### config.mk
export PLATFORM = sky130hd
export DESIGN_NAME = color_sequencer_flat
export DESIGN_NICKNAME = d
export VERILOG_FILES = /design/src/rtl/color_sequencer_if.sv /design/src/rtl/color_sequencer.sv /design/src/flat_wrapper.sv
export SDC_FILE = /design/constraint.sdc
export NUM_CORES = 1
export LEC_CHECK = 0
export CORE_ASPECT_RATIO = 1.1
export CORE_MARGIN = 5
export CORE_UTILIZATION = 45
export DETAILED_ROUTE_END_ITERATION = 8
export PLACE_DENSITY = 0.7
export SYNTH_ARGS = -nofsm -noshare
export SYNTH_HDL_FRONTEND = slang
export SYNTH_SLANG_ARGS = --single-unit
### constraint.sdc
create_clock -name clk -period 5.25 [get_ports clk]
set_input_delay 0.525 -clock clk [delete_from_list [all_inputs] [get_ports clk]]
set_output_delay 0.525 -clock clk [all_outputs]
set_load 0.1 [all_outputs]
### src/rtl/color_sequencer_if.sv
// Control and colour-output bundle for color_sequencer.
// master drives the control side; slave is the sequencer itself.
interface color_sequencer_if #(
    parameter int COLOR_W = 4,
    parameter int DIV_W   = 8
);
    logic               en;
    logic [1:0]         mode;
    logic [DIV_W-1:0]   div;
    logic               load;
    logic [COLOR_W-1:0] load_val;
    logic [COLOR_W-1:0] color;
    logic               step;
    logic               wrap;
    logic               dir;

    modport master (
        output en, mode, div, load, load_val,
        input  color, step, wrap, dir
    );

    modport slave (
        input  en, mode, div, load, load_val,
        output color, step, wrap, dir
    );
endinterface

### src/rtl/color_sequencer.sv
// Palette-index sequencer: up-wrap / down-wrap / ping-pong / hold over [COLOR_MIN..COLOR_MAX].
// Latency: a step event updates color, step and wrap on the same clock edge (all registered).
// Backpressure: none; en=0 freezes prescaler, colour and direction, load overrides everything.
module color_sequencer #(
    parameter int COLOR_W   = 4,
    parameter int COLOR_MIN = 2,
    parameter int COLOR_MAX = 5,
    parameter int DIV_W     = 8
) (
    input  logic              clk,
    input  logic              rst,
    color_sequencer_if.slave  sq
);

    localparam logic [COLOR_W-1:0] CMIN  = COLOR_W'(COLOR_MIN);
    localparam logic [COLOR_W-1:0] CMAX  = COLOR_W'(COLOR_MAX);
    localparam bit                 DEGEN = (COLOR_MIN == COLOR_MAX);

    typedef enum logic [1:0] {
        MODE_UP   = 2'b00,
        MODE_DOWN = 2'b01,
        MODE_PING = 2'b10,
        MODE_HOLD = 2'b11
    } mode_e;

    // Direction is the only piece of sequencing state beyond the colour itself.
    typedef enum logic {
        DIR_DOWN = 1'b0,
        DIR_UP   = 1'b1
    } dir_e;

    logic [COLOR_W-1:0] color_q, color_d;
    logic [DIV_W-1:0]   cnt_q,   cnt_d;
    dir_e               dir_q,   dir_d;
    logic               step_q,  step_d;
    logic               wrap_q,  wrap_d;
    logic               fire;
    logic [COLOR_W-1:0] load_clamped;

    always_ff @(posedge clk or posedge rst) begin
        if (rst) begin
            color_q <= CMIN;
            cnt_q   <= '0;
            dir_q   <= DIR_UP;
            step_q  <= 1'b0;
            wrap_q  <= 1'b0;
        end else begin
            color_q <= color_d;
            cnt_q   <= cnt_d;
            dir_q   <= dir_d;
            step_q  <= step_d;
            wrap_q  <= wrap_d;
        end
    end

    always_comb begin
        load_clamped = sq.load_val;
        if (sq.load_val < CMIN) begin
            load_clamped = CMIN;
        end else if (sq.load_val > CMAX) begin
            load_clamped = CMAX;
        end
    end

    always_comb begin
        color_d = color_q;
        cnt_d   = cnt_q;
        dir_d   = dir_q;
        step_d  = 1'b0;
        wrap_d  = 1'b0;
        fire    = 1'b0;

        if (sq.load) begin
            color_d = load_clamped;
            cnt_d   = '0;
        end else if (sq.en) begin
            // >= rather than == so a lowered div takes effect on the next enabled cycle.
            if (cnt_q >= sq.div) begin
                cnt_d = '0;
                fire  = 1'b1;
            end else begin
                cnt_d = cnt_q + DIV_W'(1);
            end

            if (fire) begin
                unique case (mode_e'(sq.mode))
                    MODE_UP: begin
                        step_d = 1'b1;
                        dir_d  = DIR_UP;
                        if (color_q == CMAX) begin
                            color_d = CMIN;
                            wrap_d  = 1'b1;
                        end else begin
                            color_d = color_q + COLOR_W'(1);
                        end
                    end
                    MODE_DOWN: begin
                        step_d = 1'b1;
                        dir_d  = DIR_DOWN;
                        if (color_q == CMIN) begin
                            color_d = CMAX;
                            wrap_d  = 1'b1;
                        end else begin
                            color_d = color_q - COLOR_W'(1);
                        end
                    end
                    MODE_PING: begin
                        step_d = 1'b1;
                        // Boundary checks come before +/-1; a single-entry range bounces in place.
                        if (dir_q == DIR_UP) begin
                            if (color_q == CMAX) begin
                                color_d = DEGEN ? color_q : color_q - COLOR_W'(1);
                                dir_d   = DIR_DOWN;
                                wrap_d  = 1'b1;
                            end else begin
                                color_d = color_q + COLOR_W'(1);
                            end
                        end else begin
                            if (color_q == CMIN) begin
                                color_d = DEGEN ? color_q : color_q + COLOR_W'(1);
                                dir_d   = DIR_UP;
                                wrap_d  = 1'b1;
                            end else begin
                                color_d = color_q - COLOR_W'(1);
                            end
                        end
                    end
                    MODE_HOLD: begin
                        color_d = color_q;
                    end
                    default: begin
                        color_d = color_q;
                    end
                endcase
            end
        end
    end

    assign sq.color = color_q;
    assign sq.step  = step_q;
    assign sq.wrap  = wrap_q;
    assign sq.dir   = dir_q;

endmodule

### src/flat_wrapper.sv
// flat-port wrapper written by rule: the top's interface ports become plain ports
module color_sequencer_flat 
#(
    parameter int COLOR_W   = 4,
    parameter int COLOR_MIN = 2,
    parameter int COLOR_MAX = 5,
    parameter int DIV_W     = 8
)
  (clk, rst, sq_en, sq_mode, sq_div, sq_load, sq_load_val, sq_color, sq_step, sq_wrap, sq_dir);
  color_sequencer_if #(.COLOR_W(COLOR_W), .DIV_W(DIV_W)) sq_i ();
  input  logic clk;
  input  logic rst;
  input wire logic [$bits(sq_i.en)-1:0] sq_en;
  input wire logic [$bits(sq_i.mode)-1:0] sq_mode;
  input wire logic [$bits(sq_i.div)-1:0] sq_div;
  input wire logic [$bits(sq_i.load)-1:0] sq_load;
  input wire logic [$bits(sq_i.load_val)-1:0] sq_load_val;
  output wire logic [$bits(sq_i.color)-1:0] sq_color;
  output wire logic [$bits(sq_i.step)-1:0] sq_step;
  output wire logic [$bits(sq_i.wrap)-1:0] sq_wrap;
  output wire logic [$bits(sq_i.dir)-1:0] sq_dir;
  assign sq_i.en = sq_en;
  assign sq_i.mode = sq_mode;
  assign sq_i.div = sq_div;
  assign sq_i.load = sq_load;
  assign sq_i.load_val = sq_load_val;
  assign sq_color = sq_i.color;
  assign sq_step = sq_i.step;
  assign sq_wrap = sq_i.wrap;
  assign sq_dir = sq_i.dir;
  color_sequencer #(.COLOR_W(COLOR_W), .COLOR_MIN(COLOR_MIN), .COLOR_MAX(COLOR_MAX), .DIV_W(DIV_W)) u_core (.clk(clk), .rst(rst), .sq(sq_i));
endmodule
==> out/summary.txt, run 1 <==
Slowest-stage cell, CP -> clkdlybuf4s50_1
power density over cell area -> 191 mW/mm^2
CP Cell Sequence -> clkdlybuf4s50_1
Cell Area, Synth -> 0.00144 sq mm
top_reg_cell synth -> dfrtp_1
DP Worst Slack -> 2630 ps
Final Power -> 328 uW
Netlist cell types -> 52
DRT iter0 DRCs -> 38
# nets final -> 221
Critical Path RT -> 4720 ps
CP endpoint kind -> output pin
antenna violations before repair -> 0
Core Box Area -> 0.00307 sq mm
Total GRT Usage -> 14.7%
Compound-Gate Fraction of Synth Area -> 22.7%
final period utilization -> 49.5%
Hold Buf Count CTS -> 0
Crit path largest cell delay -> 1210 ps
htree depth -> 1
crit path max fanout -> 12
setup ws final -> 2650 ps
largest family of logic cells by synthesized area -> compound AO/OA/AOI/OAI gates
Syn Area/Cell -> 8.86 sq um
post-CTS sizing -> 0
Die Y -> 69.4 um
placed cell area -> 0.00168 sq mm
Post-Synthesis Cells -> 163
drt wl/cell -> 14.4 um
Final Instance Count excl. Fillers -> 218
Post-synth ARST share -> 100%
drt total wl -> 3150 um
Via density -> 5.72
Yosys top cell by area -> dfrtp_1
via count of the routed design -> 1247
largest net degree at the start of global routing -> 18
Final Critical Period -> 2600 ps
first-pass GRT wire length -> 5500 um
Syn. warnings -> 0
share of cells above drive strength 1 -> 9.24%
CTS max path bufs -> 2
launch point of the worst reg-to-reg path -> u_core.cnt_q[0]
Worst Tran Pin Value -> 971 ps
num ports -> 25
I/O Buffers -> 24
area delta synth->final -> 18.5%
internal power -> 203 uW
Synth Register Bits -> 15
Initial Utilization -> 47.0%
final instance area -> 0.00171 sq mm
Hold Crit Start -> u_core.sq.dir
Fin. Hold Viols -> 0
Critical path origin -> u_core.sq.color[2]
Clock power frac -> 20.0%
EDFF count, synth -> 0
Post-Synth Simple-Gate Area -> 22.1%
final setup TNS -> 0 ps
top post-synthesis cells by area -> dfrtp_1 (23%), ha_1 (16%), inv_1 (4.4%)
Die Span X -> 64.0 um
cts bufs inserted -> 3
final core occ -> 55.7%
Hold Crit Class -> reg2reg
sw power -> 125 uW
ANT cells -> 0
worst hold margin -> 568 ps
Sink Count -> 15
setup repair bufs after CTS -> 0
status -> completed
DRT Pass-1 Iters -> 4
CP Class -> reg2out
CTS root buffer -> clkbuf_4
row count -> 21
crit path DAT -> 2070 ps
DP Cell Count -> 214
Worst Setup Start Kind -> flop
sequential area share after synthesis -> 26.2%
HPWL Detailed -> 2450 um
Final GP Congestion -> 0.915
Leak -> 0.752 nW
post-route ant nets -> 0
RSZ-0062 raised after global routing -> no
TritonCTS clock tree -> yes
fraction of synthesized area in multiplexers -> 1.73%
Syn Nets -> 199
worst skew pair latency -> 290 ps
Comb pwr share -> 39.5%
FMAX -> 385 MHz
die area -> 0.00444 sq mm
register share of total power -> 40.5%
Max IR drop VDD -> 181 uV
total gr overflow -> 0
top-area cell type share of the netlist area -> 22.5%
Post-Synth Adder-Cell Area -> 16.3%
CP top delay family -> buffers and inverters
vias in the first global route -> 1315
relative slew slack -> 35.1%
max-slew violations -> 0
Final setup viols -> 0
Worst R2R Setup Slack -> 3140 ps
Worst Path Buf+Inv -> 1
Max Cap Violations -> 0
Residual DRC -> 0
clock transition at the registers of the reported paths -> 90 ps
switching share of power -> 38.0%
XOR/XNOR Fraction of Synth Area -> 3.64%
Setup Skew -> 11.3 ps
[kinds of logic (layout without fill, tap and decap cells)]
group	Yosys count	after routing
fa+ha+maj	19	19
buf+inv	24	45
mux	2	2
simple gates	56	56
flops	15	15
compound gates	41	41
xor+xnor	6	6
[flip-flops by register name (all words and copies together), names as in the netlist]
name	count
u_core.sq.color	4
u_core.sq.wrap	1
u_core.sq.step	1
u_core.cnt_q	8
u_core.sq.dir	1
[final cells by class]
cell class / count / area, sq um
fillers: 292 / 1360
multi-input cells: 124 / 960
flip-flops and latches: 15 / 378
repair buffers: 24 / 240
inverters: 17 / 63.8
well taps: 34 / 42.5
clock buffers: 3 / 22.5
clock inverters: 1 / 5.00
[per-layer routing]
layer	GRT usage (%)	part of all wire, %	vias up
met1	16.1	40	572
met4	7.16	2.6	0
li1	-	-	620
met5	0	0	-
met2	27.6	53	46
met3	0.810	4.4	9
[cells in the mapped netlist, drive strengths merged, types with 3 or more instances]
library cell	count
nor2	8
ha	18
dfrtp	13
nand3	5
o21ai	7
buf	4
nand2b	6
xnor2	4
nor3	7
nor3b	4
clkbuf	3
inv	17
and2	3
nor2b	6
a21oi	12
o22ai	3
nand2	9
[power groups by stage]
stage / clock (mW) / sequential, mW / combinational, mW
finish: 0.0656 / 0.133 / 0.129
global route: 0.0704 / 0.133 / 0.140
CTS: 0.0679 / 0.132 / 0.130
detailed placement: 0 / 0.135 / 0.129
global placement: 0 / 0.134 / 0.126
floorplan: 0 / 0.155 / 0.0753
[cells in the final DEF, fill, tap and decap left out, types with 2 or more instances in the layout]
cell type         n
a211oi_1          2
a21oi_1          11
a31oi_1           2
and2_1            3
and2b_1           2
clkbuf_4          3
clkdlybuf4s50_1  24
dfrtp_1          13
dfstp_2           2
ha_1             18
inv_1            17
nand2_1           9
nand2b_1          5
nand3_1           5
nor2_1            8
nor2b_1           6
nor3_1            7
nor3b_1           4
o211ai_1          2
o21ai_0           4
o22ai_1           3
o31ai_1           2
xnor2_1           4
xor2_1            2
[worst paths after layout]
check | endpoint | depth (start not counted)
setup / recovery | sq_color[2] | 1
hold reg to reg | u_core.sq.dir | 2
min in group asynchronous | u_core.sq.wrap | 2
max in group asynchronous | u_core.sq.color[1] | 2
hold / removal | u_core.sq.dir | 2
setup reg to reg | u_core.sq.color[2] | 7
Power figures use the tool's default switching activity.
==> inputs of run 2 (changes only) <==
Clock period 5.25 ns to 2.6 ns, I/O delays scaled along.
==> out/summary.txt, run 2 (synthesized netlist as in run 1, its figures left out) <==
total gr overflow -> 0 (unchanged)
Max IR drop VDD -> 301 uV (was 181 uV)
relative slew slack -> 61.3% (was 35.1%)
ANT cells -> 0 (unchanged)
Leak -> 0.769 nW (was 0.752 nW)
drt wl/cell -> 14.6 um (was 14.4 um)
Slowest-stage cell, CP -> a2111oi_4 (was clkdlybuf4s50_1)
final period utilization -> 80.5%
vias in the first global route -> 1242 (was 1315)
CTS max path bufs -> 2 (unchanged)
Core Box Area -> 0.00307 sq mm (unchanged)
Die Y -> 69.4 um (unchanged)
HPWL Detailed -> 2520 um (was 2450 um)
die area -> 0.00444 sq mm (unchanged)
commonest non-fill, non-tap cells in the layout -> ha_1 (18), inv_1 (17), clkdlybuf4s50_1 (17) (was clkdlybuf4s50_1 (24), ha_1 (18), inv_1 (17))
Crit path largest cell delay -> 470 ps (was 1210 ps)
Total GRT Usage -> 14.7% (about the same)
final setup TNS -> 0 ps (unchanged)
max FFs per register -> 8 (unchanged)
drt total wl -> 3210 um (was 3150 um)
setup repair bufs after CTS -> 0 (unchanged)
row count -> 21 (unchanged)
CP endpoint kind -> flop (was output pin)
CP Class -> reg2reg (was reg2out)
Final GP Congestion -> 0.941 (was 0.915)
Residual DRC -> 0 (unchanged)
first-pass GRT wire length -> 5450 um (was 5500 um)
area delta synth->final -> 18.4% (was 18.5%)
power density over cell area -> 388 mW/mm^2 (was 191 mW/mm^2)
RSZ-0062 raised after global routing -> no (unchanged)
largest net degree at the start of global routing -> 16 (was 18)
DRT iter0 DRCs -> 59 (was 38)
Sink Count -> 15 (unchanged)
antenna violations before repair -> 0 (unchanged)
crit path max fanout -> 6 (was 12)
Hold Crit Class -> in2async (was reg2reg)
Via density -> 5.76 (was 5.72)
cts bufs inserted -> 3 (unchanged)
crit path DAT -> 2280 ps (was 2070 ps)
htree depth -> 1 (unchanged)
status -> completed (unchanged)
CP Cell Sequence -> inv_1 > ha_1 > nand2b_4 > a2111oi_4 > o21ai_4 > a21oi_4 > mux2_4 (was clkdlybuf4s50_1)
Setup Skew -> 17.5 ps (was 11.3 ps)
Final Critical Period -> 2090 ps
worst hold margin -> 315 ps (was 568 ps)
num ports -> 25 (unchanged)
via count of the routed design -> 1267 (was 1247)
Critical Path RT -> 2790 ps (was 4720 ps)
largest register by flop count -> u_core.cnt_q (unchanged)
Fin. Hold Viols -> 0 (unchanged)
Worst Tran Pin Value -> 580 ps (was 971 ps)
share of cells above drive strength 1 -> 14.0% (was 9.24%)
most common cell after layout, fill and taps aside -> ha_1 (was clkdlybuf4s50_1)
Final setup viols -> 0 (unchanged)
Initial Utilization -> 47.0% (unchanged)
post-CTS sizing -> 0 (unchanged)
worst skew pair latency -> 290 ps (about the same)
DRT Pass-1 Iters -> 4 (unchanged)
Max Cap Violations -> 0 (unchanged)
CTS root buffer -> clkbuf_4 (unchanged)
max-slew violations -> 0 (unchanged)
TritonCTS clock tree -> yes (unchanged)
# nets final -> 223 (was 221)
Hold Buf Count CTS -> 0 (unchanged)
post-route ant nets -> 0 (unchanged)
I/O Buffers -> 24 (unchanged)
FMAX -> 478 MHz
Worst Setup Start Kind -> flop (unchanged)
clock transition at the registers of the reported paths -> 100 ps (was 90 ps)
Die Span X -> 64.0 um (unchanged)
run 2: metrics by stage:
step	util, %	cells	area, sq um	setup WS [ps]	total power, mW
2_1_floorplan	-	163	1440	123	0.465
3_3_place_gp	54.7	216	1680	316	0.525
3_5_place_dp	54.7	216	1680	264	0.532
4_1_cts	55.6	220	1710	505	0.664
5_1_grt	55.6	220	1710	335	0.695
6_report	55.6	220	1710	507	0.663
run 2: final timing paths:
path                                 startpoint            endpoint  slack [ps]  cells past startpoint
worst max-delay path            u_core.cnt_q[0]  u_core.sq.color[2]         510                      7
min in group clk                  u_core.sq.dir       u_core.sq.dir         560                      2
worst min-delay path                        rst      u_core.sq.wrap         320                      2
worst max register to register  u_core.cnt_q[0]  u_core.sq.color[2]         510                      7
worst min register to register    u_core.sq.dir       u_core.sq.dir         560                      2
max in group asynchronous                   rst  u_core.sq.color[1]        1890                      2
run 2: worst max-delay path: cells and delay by family, from the launching register on:
kind | cells | cell delay, ps
AND/OR/NAND/NOR | 1 | 140
multiplexers | 1 | 310
adder cells (fa/ha/maj) | 1 | 260
buffers and inverters | 1 | 70
AO/OA/AOI/OAI | 3 | 810
flip-flops | 1 | 400
run 2: cell type report:
class / count / area, sq um
Fill cell: 289 / 1370
Multi-Input combinational cell: 124 / 960
Sequential cell: 15 / 378
Timing Repair Buffer: 26 / 238
Inverter: 17 / 63.8
Tap cell: 34 / 42.5
Clock buffer: 3 / 22.5
Clock inverter: 1 / 5.00
run 2: where the power goes:
part           leakage, nW  switching, mW  internal (mW)
Combinational        0.557          0.155          0.107
Clock               0.0177         0.0767         0.0571
Sequential           0.195         0.0227          0.245
Total                0.769          0.255          0.409
run 2: routing by layer:
layer  share of wire [%]  GRT usage [%]  up-vias
li1                    -              -      620
met1                  43           17.6      614
met2                  52           25.8       31
met3                 4.3           1.78        2
met4                0.84           6.24        0
met5                   0              0        -
==> inputs of run 3 (changes only) <==
Settings changed: PLACE_DENSITY 0.7 to 0.72.
Clock period 2.6 ns to 1.9 ns, I/O delays scaled along.
==> out/summary.txt, run 3 (synthesized netlist as in run 1, its figures left out) <==
I/O Buffers -> 24 (unchanged)
placed cell area -> 0.00189 sq mm (was 0.00168 sq mm)
Initial Utilization -> 47.0% (unchanged)
Setup Skew -> 1.23 ps (was 17.5 ps)
Slowest-stage cell, CP -> dfstp_4 (was a2111oi_4)
setup ws final -> -58.6 ps (was 507 ps)
largest net degree at the start of global routing -> 16 (unchanged)
Die Y -> 69.4 um (unchanged)
Critical Path RT -> 2080 ps (was 2790 ps)
Final GP Congestion -> 0.949 (was 0.941)
max FFs per register -> 8 (unchanged)
register share of total power -> 36.6% (was 40.3%)
Via density -> 5.60 (was 5.76)
Residual DRC -> 0 (unchanged)
die area -> 0.00444 sq mm (unchanged)
relative slew slack -> 61.1% (was 61.3%)
RSZ-0062 raised after global routing -> yes (was no)
Fin. Hold Viols -> 0 (unchanged)
Comb pwr share -> 44.9% (was 39.5%)
first-pass GRT wire length -> 6390 um (was 5450 um)
max-slew violations -> 0 (unchanged)
CP Cell Sequence -> ha_4 > or3b_4 > o21ai_2 > a221o_2 > a31oi_2 > mux2_4 (was inv_1 > ha_1 > nand2b_4 > a2111oi_4 > o21ai_4 > a21oi_4 > mux2_4)
commonest non-fill, non-tap cells in the layout -> buf_4 (35), clkdlybuf4s50_1 (17), inv_1 (14), ha_1 (14), a21oi_1 (11) (was ha_1 (18), inv_1 (17), clkdlybuf4s50_1 (17))
final instance area -> 0.00207 sq mm (was 0.00171 sq mm)
Final Critical Period -> 1960 ps (was 2090 ps)
DP Worst Slack -> -294 ps (was 264 ps)
vias in the first global route -> 1500 (was 1242)
Sink Count -> 15 (unchanged)
Total GRT Usage -> 17.4% (was 14.7%)
CTS max path bufs -> 2 (unchanged)
switching share of power -> 37.5% (was 38.4%)
worst skew pair latency -> 280 ps (was 290 ps)
Clock power frac -> 18.5% (was 20.2%)
final core occ -> 67.4% (was 55.6%)
failing checks -> setup timing
Worst Setup Start Kind -> flop (unchanged)
sw power -> 378 uW (was 255 uW)
Max Cap Violations -> 0 (unchanged)
launch point of the worst reg-to-reg path -> u_core.sq.color[1] (was u_core.cnt_q[0])
Worst Tran Pin Value -> 583 ps (was 580 ps)
cts bufs inserted -> 3 (unchanged)
CP top delay family -> flip-flops (was compound AO/OA/AOI/OAI gates)
DRT Pass-1 Iters -> 4 (unchanged)
clock transition at the registers of the reported paths -> 90 ps (was 100 ps)
Die Span X -> 64.0 um (unchanged)
Final setup viols -> 2 (was 0)
fill cell count -> 255 (was 289)
row count -> 21 (unchanged)
power density over cell area -> 486 mW/mm^2 (was 388 mW/mm^2)
share of cells above drive strength 1 -> 33.3% (was 14.0%)
antenna violations before repair -> 0 (unchanged)
Worst Path Buf+Inv -> 0 (was 1)
CP endpoint kind -> flop (unchanged)
Max IR drop VDD -> 316 uV (was 301 uV)
drt wl/cell -> 14.6 um (about the same)
via count of the routed design -> 1400 (was 1267)
htree depth -> 1 (unchanged)
most common cell after layout, fill and taps aside -> buf_4 (was ha_1)
final period utilization -> 103% (was 80.5%)
DRT iter0 DRCs -> 46 (was 59)
drt total wl -> 3660 um (was 3210 um)
Hold Crit Class -> in2async (unchanged)
Critical path origin -> u_core.sq.color[1] (was u_core.cnt_q[0])
CTS root buffer -> clkbuf_4 (unchanged)
Worst R2R Path Depth -> 6 (was 7)
ANT cells -> 0 (unchanged)
Crit path largest cell delay -> 660 ps (was 470 ps)
HPWL Detailed -> 2830 um (was 2520 um)
crit path max fanout -> 5 (was 6)
internal power -> 629 uW (was 409 uW)
# nets final -> 253 (was 223)
largest register by flop count -> u_core.cnt_q (unchanged)
crit path DAT -> 2140 ps (was 2280 ps)
CP Depth -> 6 (was 7)
TritonCTS clock tree -> yes (unchanged)
area delta synth->final -> 43.4% (was 18.4%)
total gr overflow -> 0 (unchanged)
final setup TNS -> -117 ps (was 0 ps)
Hold Buf Count CTS -> 0 (unchanged)
status -> complete, but fails checks (was completed)
FMAX -> 511 MHz (was 478 MHz)
Core Box Area -> 0.00307 sq mm (unchanged)
Leak -> 0.938 nW (was 0.769 nW)
CP Class -> reg2reg (unchanged)
num ports -> 25 (unchanged)
post-route ant nets -> 0 (unchanged)
run 3: changes by cell type in the layout (fill, tap and decap cells not counted), sizes merged:
cell	previous run	this run
buf	9	39
clkbuf	3	4
clkinv	1	0
run 3: power groups by stage:
stage	sequential, mW	clock [mW]	combinational [mW]
2_1_floorplan	0.435	0	0.214
3_3_place_gp	0.370	0	0.396
3_5_place_dp	0.374	0	0.407
4_1_cts	0.366	0.196	0.423
5_1_grt	0.370	0.208	0.487
6_report	0.369	0.186	0.452
run 3: cell type report:
type	instances	area (sq um)	share of cell area [%]
clock buffer	4	26.3	1.27
inverter	17	66.3	3.20
multi-input combinational	124	1050	50.8
sequential	15	388	18.7
tap	34	42.5	2.05
timing repair buffer	56	495	23.9
run 3: stage by stage:
| stage | total power [mW] | hold WS, ps | instances |
|---|---|---|---|
| final | 1.01 | 252 | 250 |
| after floorplan | 0.650 | 89.9 | 163 |
| after global placement | 0.766 | 554 | 237 |
| after global routing | 1.07 | 316 | 250 |
| after detailed placement | 0.781 | 562 | 237 |
| after CTS | 0.985 | 264 | 243 |
run 3: routing by layer:
| layer | vias to the layer above | global-route usage, % | share of wire, % |
|---|---|---|---|
| met5 | - | 0 | 0 |
| met4 | 0 | 8.78 | 2.3 |
| met3 | 10 | 3.08 | 4.8 |
| met2 | 43 | 31.1 | 53 |
| met1 | 665 | 19.1 | 40 |
| li1 | 682 | - | - |
run 3: final timing paths:
check                      slack, ps            endpoint
max                              -60  u_core.sq.color[2]
min                              250     u_core.cnt_q[5]
max reg2reg                      -60  u_core.sq.color[2]
min reg2reg                      570       u_core.sq.dir
max in group asynchronous       1220  u_core.sq.color[0]
min in group clk                 570       u_core.sq.dir
run 3: timing repair:
item                                    CTS  global route
setup buffers                             2             7
pin swaps                                 3            11
endpoints found under the setup margin    6             7
resized for setup                         3            14
